File: src/rtl/stream_pkg.sv
// Shared types and helpers for the narrow/wide stream converters.
package stream_pkg;

  // Widest lane mask the helpers accept; converters zero-extend into this.
  localparam int unsigned MaxLanes = 32;
  localparam int unsigned LaneIdxW = $clog2(MaxLanes);

  typedef logic [LaneIdxW-1:0] lane_idx_t;
  typedef logic [MaxLanes-1:0] lane_mask_t;

  // Index of the lowest set bit; 0 when the mask is empty.
  function automatic lane_idx_t lowest_set_idx(input lane_mask_t mask);
    lane_idx_t idx;
    idx = '0;
    for (int i = MaxLanes - 1; i >= 0; i--) begin
      if (mask[i]) begin
        idx = lane_idx_t'(i);
      end
    end
    return idx;
  endfunction

  // True when exactly one bit of the mask is set.
  function automatic logic onehot0_single(input lane_mask_t mask);
    return (mask != '0) && ((mask & (mask - lane_mask_t'(1))) == '0);
  endfunction

endpackage

File: src/rtl/lane_priority_enc.sv
// Lowest-set-lane priority encoder with "any" and "exactly one" flags.
module lane_priority_enc
  import stream_pkg::*;
#(
  parameter int unsigned Lanes = 4,
  localparam int unsigned SelW = $clog2(Lanes)
) (
  input  logic [Lanes-1:0] mask_i,
  output logic [SelW-1:0]  sel_o,
  output logic             any_o,
  output logic             single_o
);

  lane_mask_t w_mask_ext;
  lane_idx_t  w_idx;

  // Widen into the package mask type and decode.
  always_comb begin
    w_mask_ext = lane_mask_t'(mask_i);
    w_idx      = lowest_set_idx(w_mask_ext);
    sel_o      = w_idx[SelW-1:0];
    any_o      = |mask_i;
    single_o   = onehot0_single(w_mask_ext);
  end

  // High index bits are always zero for Lanes below MaxLanes.
  if (SelW < LaneIdxW) begin : g_hi_idx
    logic w_unused_hi;
    assign w_unused_hi = ^w_idx[LaneIdxW-1:SelW];
  end

endmodule

File: src/rtl/stream_downsize.sv
// Wide-to-narrow stream converter: emits kept lanes of each beat in ascending order.
module stream_downsize
  import stream_pkg::*;
#(
  parameter int unsigned T_DATA_WIDTH = 8,
  parameter int unsigned T_DATA_RATIO = 4
) (
  input  logic                    clk,
  input  logic                    rst_n,
  input  logic [T_DATA_WIDTH-1:0] s_data_i [T_DATA_RATIO],
  input  logic [T_DATA_RATIO-1:0] s_keep_i,
  input  logic                    s_last_i,
  input  logic                    s_valid_i,
  output logic                    s_ready_o,
  output logic [T_DATA_WIDTH-1:0] m_data_o,
  output logic                    m_last_o,
  output logic                    m_valid_o,
  input  logic                    m_ready_i,
  output logic                    drop_o
);

  localparam int unsigned SelW = $clog2(T_DATA_RATIO);

  logic [T_DATA_WIDTH-1:0] r_data_q [T_DATA_RATIO];
  logic [T_DATA_RATIO-1:0] r_mask_q;
  logic [T_DATA_RATIO-1:0] w_mask_d;
  logic                    r_last_q;
  logic                    w_last_d;
  logic                    r_drop_q;
  logic                    w_drop_d;

  logic [SelW-1:0]         w_sel;
  logic                    w_any;
  logic                    w_single;
  logic [T_DATA_RATIO-1:0] w_sel_oh;
  logic                    w_out_hs;
  logic                    w_in_hs;

  lane_priority_enc #(
    .Lanes (T_DATA_RATIO)
  ) u_enc (
    .mask_i   (r_mask_q),
    .sel_o    (w_sel),
    .any_o    (w_any),
    .single_o (w_single)
  );

  // Handshakes and outputs; s_ready_o looks through m_ready_i so the next beat
  // loads on the same edge the last remaining lane leaves.
  always_comb begin
    m_valid_o = w_any;
    m_data_o  = r_data_q[w_sel];
    m_last_o  = r_last_q & w_single;
    w_out_hs  = w_any & m_ready_i;
    s_ready_o = ~w_any | (w_out_hs & w_single);
    w_in_hs   = s_valid_i & s_ready_o;
    drop_o    = r_drop_q;
  end

  // One-hot of the lane currently presented.
  always_comb begin
    w_sel_oh = '0;
    for (int i = 0; i < T_DATA_RATIO; i++) begin
      w_sel_oh[i] = (w_sel == SelW'(i));
    end
  end

  // Next-state: retire the presented lane, a new beat overrides.
  always_comb begin
    w_mask_d = r_mask_q;
    w_last_d = r_last_q;
    w_drop_d = 1'b0;
    if (w_out_hs) begin
      w_mask_d = r_mask_q & ~w_sel_oh;
    end
    if (w_in_hs) begin
      w_mask_d = s_keep_i;
      w_last_d = s_last_i;
      w_drop_d = (s_keep_i == '0) & s_last_i;
    end
  end

  // Control state; reset empties the buffer immediately.
  always_ff @(posedge clk or negedge rst_n) begin
    if (!rst_n) begin
      r_mask_q <= '0;
      r_last_q <= 1'b0;
      r_drop_q <= 1'b0;
    end else begin
      r_mask_q <= w_mask_d;
      r_last_q <= w_last_d;
      r_drop_q <= w_drop_d;
    end
  end

  // Lane data is only meaningful under the mask, so it needs no reset.
  always_ff @(posedge clk) begin
    if (w_in_hs) begin
      r_data_q <= s_data_i;
    end
  end

endmodule

File: config.mk
export PLATFORM = sky130hd
export DESIGN_NAME = stream_downsize
export DESIGN_NICKNAME = d
export VERILOG_FILES = /design/src/rtl/stream_pkg.sv /design/src/rtl/lane_priority_enc.sv /design/src/rtl/stream_downsize.sv
export SDC_FILE = /design/constraint.sdc
export NUM_CORES = 1
export LEC_CHECK = 0
export ABC_AREA = 1
export CORE_MARGIN = 8
export CORE_UTILIZATION = 45
export DETAILED_ROUTE_END_ITERATION = 7
export GPL_TIMING_DRIVEN = 0
export PLACE_DENSITY = 0.74
export SLEW_MARGIN = 20
export SYNTH_ARGS = -nofsm -noshare
export SYNTH_HDL_FRONTEND = slang
export SYNTH_SLANG_ARGS = --single-unit
export TNS_END_PERCENT = 50
File: constraint.sdc
create_clock -name clk -period 1.6 [get_ports clk]
set_input_delay 0.32 -clock clk [delete_from_list [all_inputs] [get_ports clk]]
set_output_delay 0.32 -clock clk [all_outputs]
set_load 0.02 [all_outputs]
==> results by group <==
Finish
  – Layout cells sized above 1: 25.7%
  – Final #Nets: 251
  – Most frequent cells in the layout: clkdlybuf4s50_1 (40), nand2_1 (37), edfxtp_1 (32)
  – Layout Cells excl Fill: between 200 and 300
  – Storage element area: roughly 1100 µm²
  – Commonest non-fill, non-tap cell in the layout: clkdlybuf4s50_1
  – Synthesis-to-layout area growth: 45.6%
  – Fillers: about 290
  – Footprint of the multi-input gates: 483 µm²
  – Post-route cell area: around 2400 µm²
  – Ant. Diodes: 0

Pwr
  – P per Cell Area: just under 2000 nW/µm²
  – Overall Power: 4560 µW
  – Peak supply drop: about 0.0008 V
  – Static leakage: around 0.00098 µW

Setup path
  – CP required: 1280 ps
  – R2R depth: 8
  – CP Max Fanout: 10
  – R2R Setup Slk: -20 ps
  – Critical R2R Capture: r_data_q[4]$_DFFE_PP_
  – WP data arrival: 1600 ps
  – Worst reg2reg startpoint: r_mask_q[1]$_DFFE_PN0P_
  – Setup CP Type: register to primary output
  – Crit path capture type: primary output
  – Worst Setup Start Kind: register

Route
  – Antenna-violating nets left: 0
  – Via density: roughly 4.6
  – Initial DRC Count: slightly above 80
  – Drt pass-1 iters: 4
  – Drt drc: 0
  – Routed WL: 3600 µm
  – Routed via count: 1,191
  – WL/cell: 14.0 µm

Global routing
  – First-pass GRT wire length: 5800 µm
  – Met2 Usage GRT: 20.1%
  – Vias in the first global route: around 1,300
  – Grt met1 use: 13.8%
  – GRT met3 Usage: 6.01%
  – GR peak layer: met2
  – Largest net degree at the start of global routing: 35
  – Total track usage: about an eighth
  – Initial antenna violation count: 0
  – Grt ovf: 0

Synth
  – Synthesized area: 1630 µm²
  – Yosys warns: 0
  – Post-Synthesis Cells: between 100 and 150
  – Syn_nets: 183
  – Sequential share of the synthesized area: 68.2%
  – Area leader, netlist: edfxtp_1
  – Post-synth EDFFs: 32
  – Yosys reg bits: 38
  – Yosys top cell area share: roughly three fifths
  – Cell variety after synth: 19
  – Syn Area/Cell: 11.5 µm²
  – Ys flop type: edfxtp_1
  – Top cells by area, synth: edfxtp_1 (59%), nand2_1 (9.7%), dfrtp_1 (9.2%)
  – Asr flop ratio synth: between 10% and 20%

Die
  – Core area: around 3600 µm²
  – Die Height: 76.2 µm
  – Number of I/O pins: 53
  – Die width: 76.2 µm
  – DIE AREA: slightly below 6000 µm²
  – Starting density of the core: 45.5%
  – Num rows: 22

STA
  – Final Slew Violations: 0
  – Worst Tran Pin Value: 312 ps
  – Setup_tns: -3360 ps
  – Setup Viol. Count Final: 43
  – RSZ-0062 raised after global routing: true
  – Fmax: roughly 0.52 GHz
  – Final hold violation count: 0
  – Clock Skews: 6.71 ps
  – Final period utilization: 120%
  – Post-route setup slack: -315 ps
  – Max_slew headroom: about four fifths
  – Final Critical Period: around 1900 ps

Placement
  – Port bufs: 52
  – Area after DPL: 2210 µm²
  – HPWL reported at the end of detailed placement: 2700 µm
  – GPL Wtd Cong: 0.780
  – Pre-CTS setup slack: -537 ps
  – Placed insts: 242

Clock network
  – Clock Latency Late Sink: 330 ps
  – CTS max path bufs: 2
  – Hold buffer count at cts: 0
  – Clock Pin Slew Worst Setup and Hold Paths: 100 ps
  – Root buf cell: clkbuf_4
  – H-tree levels: 2
  – Clock sinks: 38
  – TritonCTS clock tree: built
  – CTS buffer count: 5

Worst hold path
  – Hold Crit Class: primary input to asynchronous set/reset pin

Outcome
  – Failing checks: negative setup slack
  – Status: finished with violations

Run
  – MaxCap Viol Count: 0
[cell families (layout without fill, tap and decap cells)]
group                  after synthesis  in the layout  share of synthesized area [%]
and+or+nand+nor                     68             68                           18.9
DFF                                 38             38                           68.2
AOI/OAI and AO/OA                   18             18                           7.99
buffers and inverters               18             86                           4.92
[worst max-delay path, cell delays in order (launching register included)]
cell	delay (ps)
dfrtp_2	450
inv_2	80
nand2_1	50
nand2_1	70
nand2_2	60
buf_6	140
nand2_2	60
nand2_2	50
o211ai_2	170
buf_6	140
[Yosys cell counts, types with 2 or more instances]
cell,count
nand2_2,4
nand2_4,2
o21ai_1,2
dfrtp_1,6
o21bai_1,4
o211ai_2,3
inv_2,2
nand3_1,7
inv_1,14
nand2_1,42
o21ai_0,7
nor2_1,10
edfxtp_1,32
nor2_4,2
[timing repair]
item,CTS,global route
setup endpoints to repair,38,43
resized for setup,59,22
buffers inserted,6,3
pin swaps,7,5
[worst max path at each step]
stage | slack [ps] | endpoint | startpoint
global placement | -470 | m_data_o[6] | r_mask_q[1]$_DFFE_PN0P_
detailed placement | -540 | m_data_o[7] | r_mask_q[1]$_DFFE_PN0P_
CTS | -360 | m_data_o[7] | r_mask_q[0]$_DFFE_PN0P_
floorplan | 7 | r_data_q[0]$_DFFE_PP_ | r_mask_q[1]$_DFFE_PN0P_
finish | -320 | m_data_o[0] | r_mask_q[2]$_DFFE_PN0P_
global route | -450 | m_data_o[7] | r_mask_q[1]$_DFFE_PN0P_
[power by group]
| group | leakage [µW] | total, µW | internal (µW) | switching, µW |
|---|---|---|---|---|
| Combinational | 0.000587 | 2590 | 1120 | 1470 |
| Sequential | 0.000369 | 1520 | 1390 | 126 |
| Clock | 0.0000254 | 446 | 166 | 280 |
[state kept, by name (all words and copies together) (netlist names)]
signal,flops
r_mask_q,4
r_data_q,32
drop_o,1
r_last_q,1
[per-stage QoR]
stage | hold WS (ps) | utilization, %
finish | 233 | 66.3
detailed placement | 495 | 61.7
global route | 221 | 66.3
floorplan | 24.4 | -
CTS | 217 | 64.7
global placement | 470 | 61.7
[metal layers]
metal | routed length [µm] | vias up
met4 | 55 | 0
li1 | - | 607
met5 | 0 | -
met1 | 1520 | 541
met2 | 1790 | 36
met3 | 230 | 7
[final cells by class]
cell class | instances | area share [%]
multi-input cells | 86 | 20.4
repair buffers | 61 | 24.4
plain buffers | 1 | 0.475
well taps | 48 | 2.53
inverters | 17 | 3.32
clock buffers | 7 | 1.90
flip-flops and latches | 38 | 47.0
(Power assumes the default switching activity.)
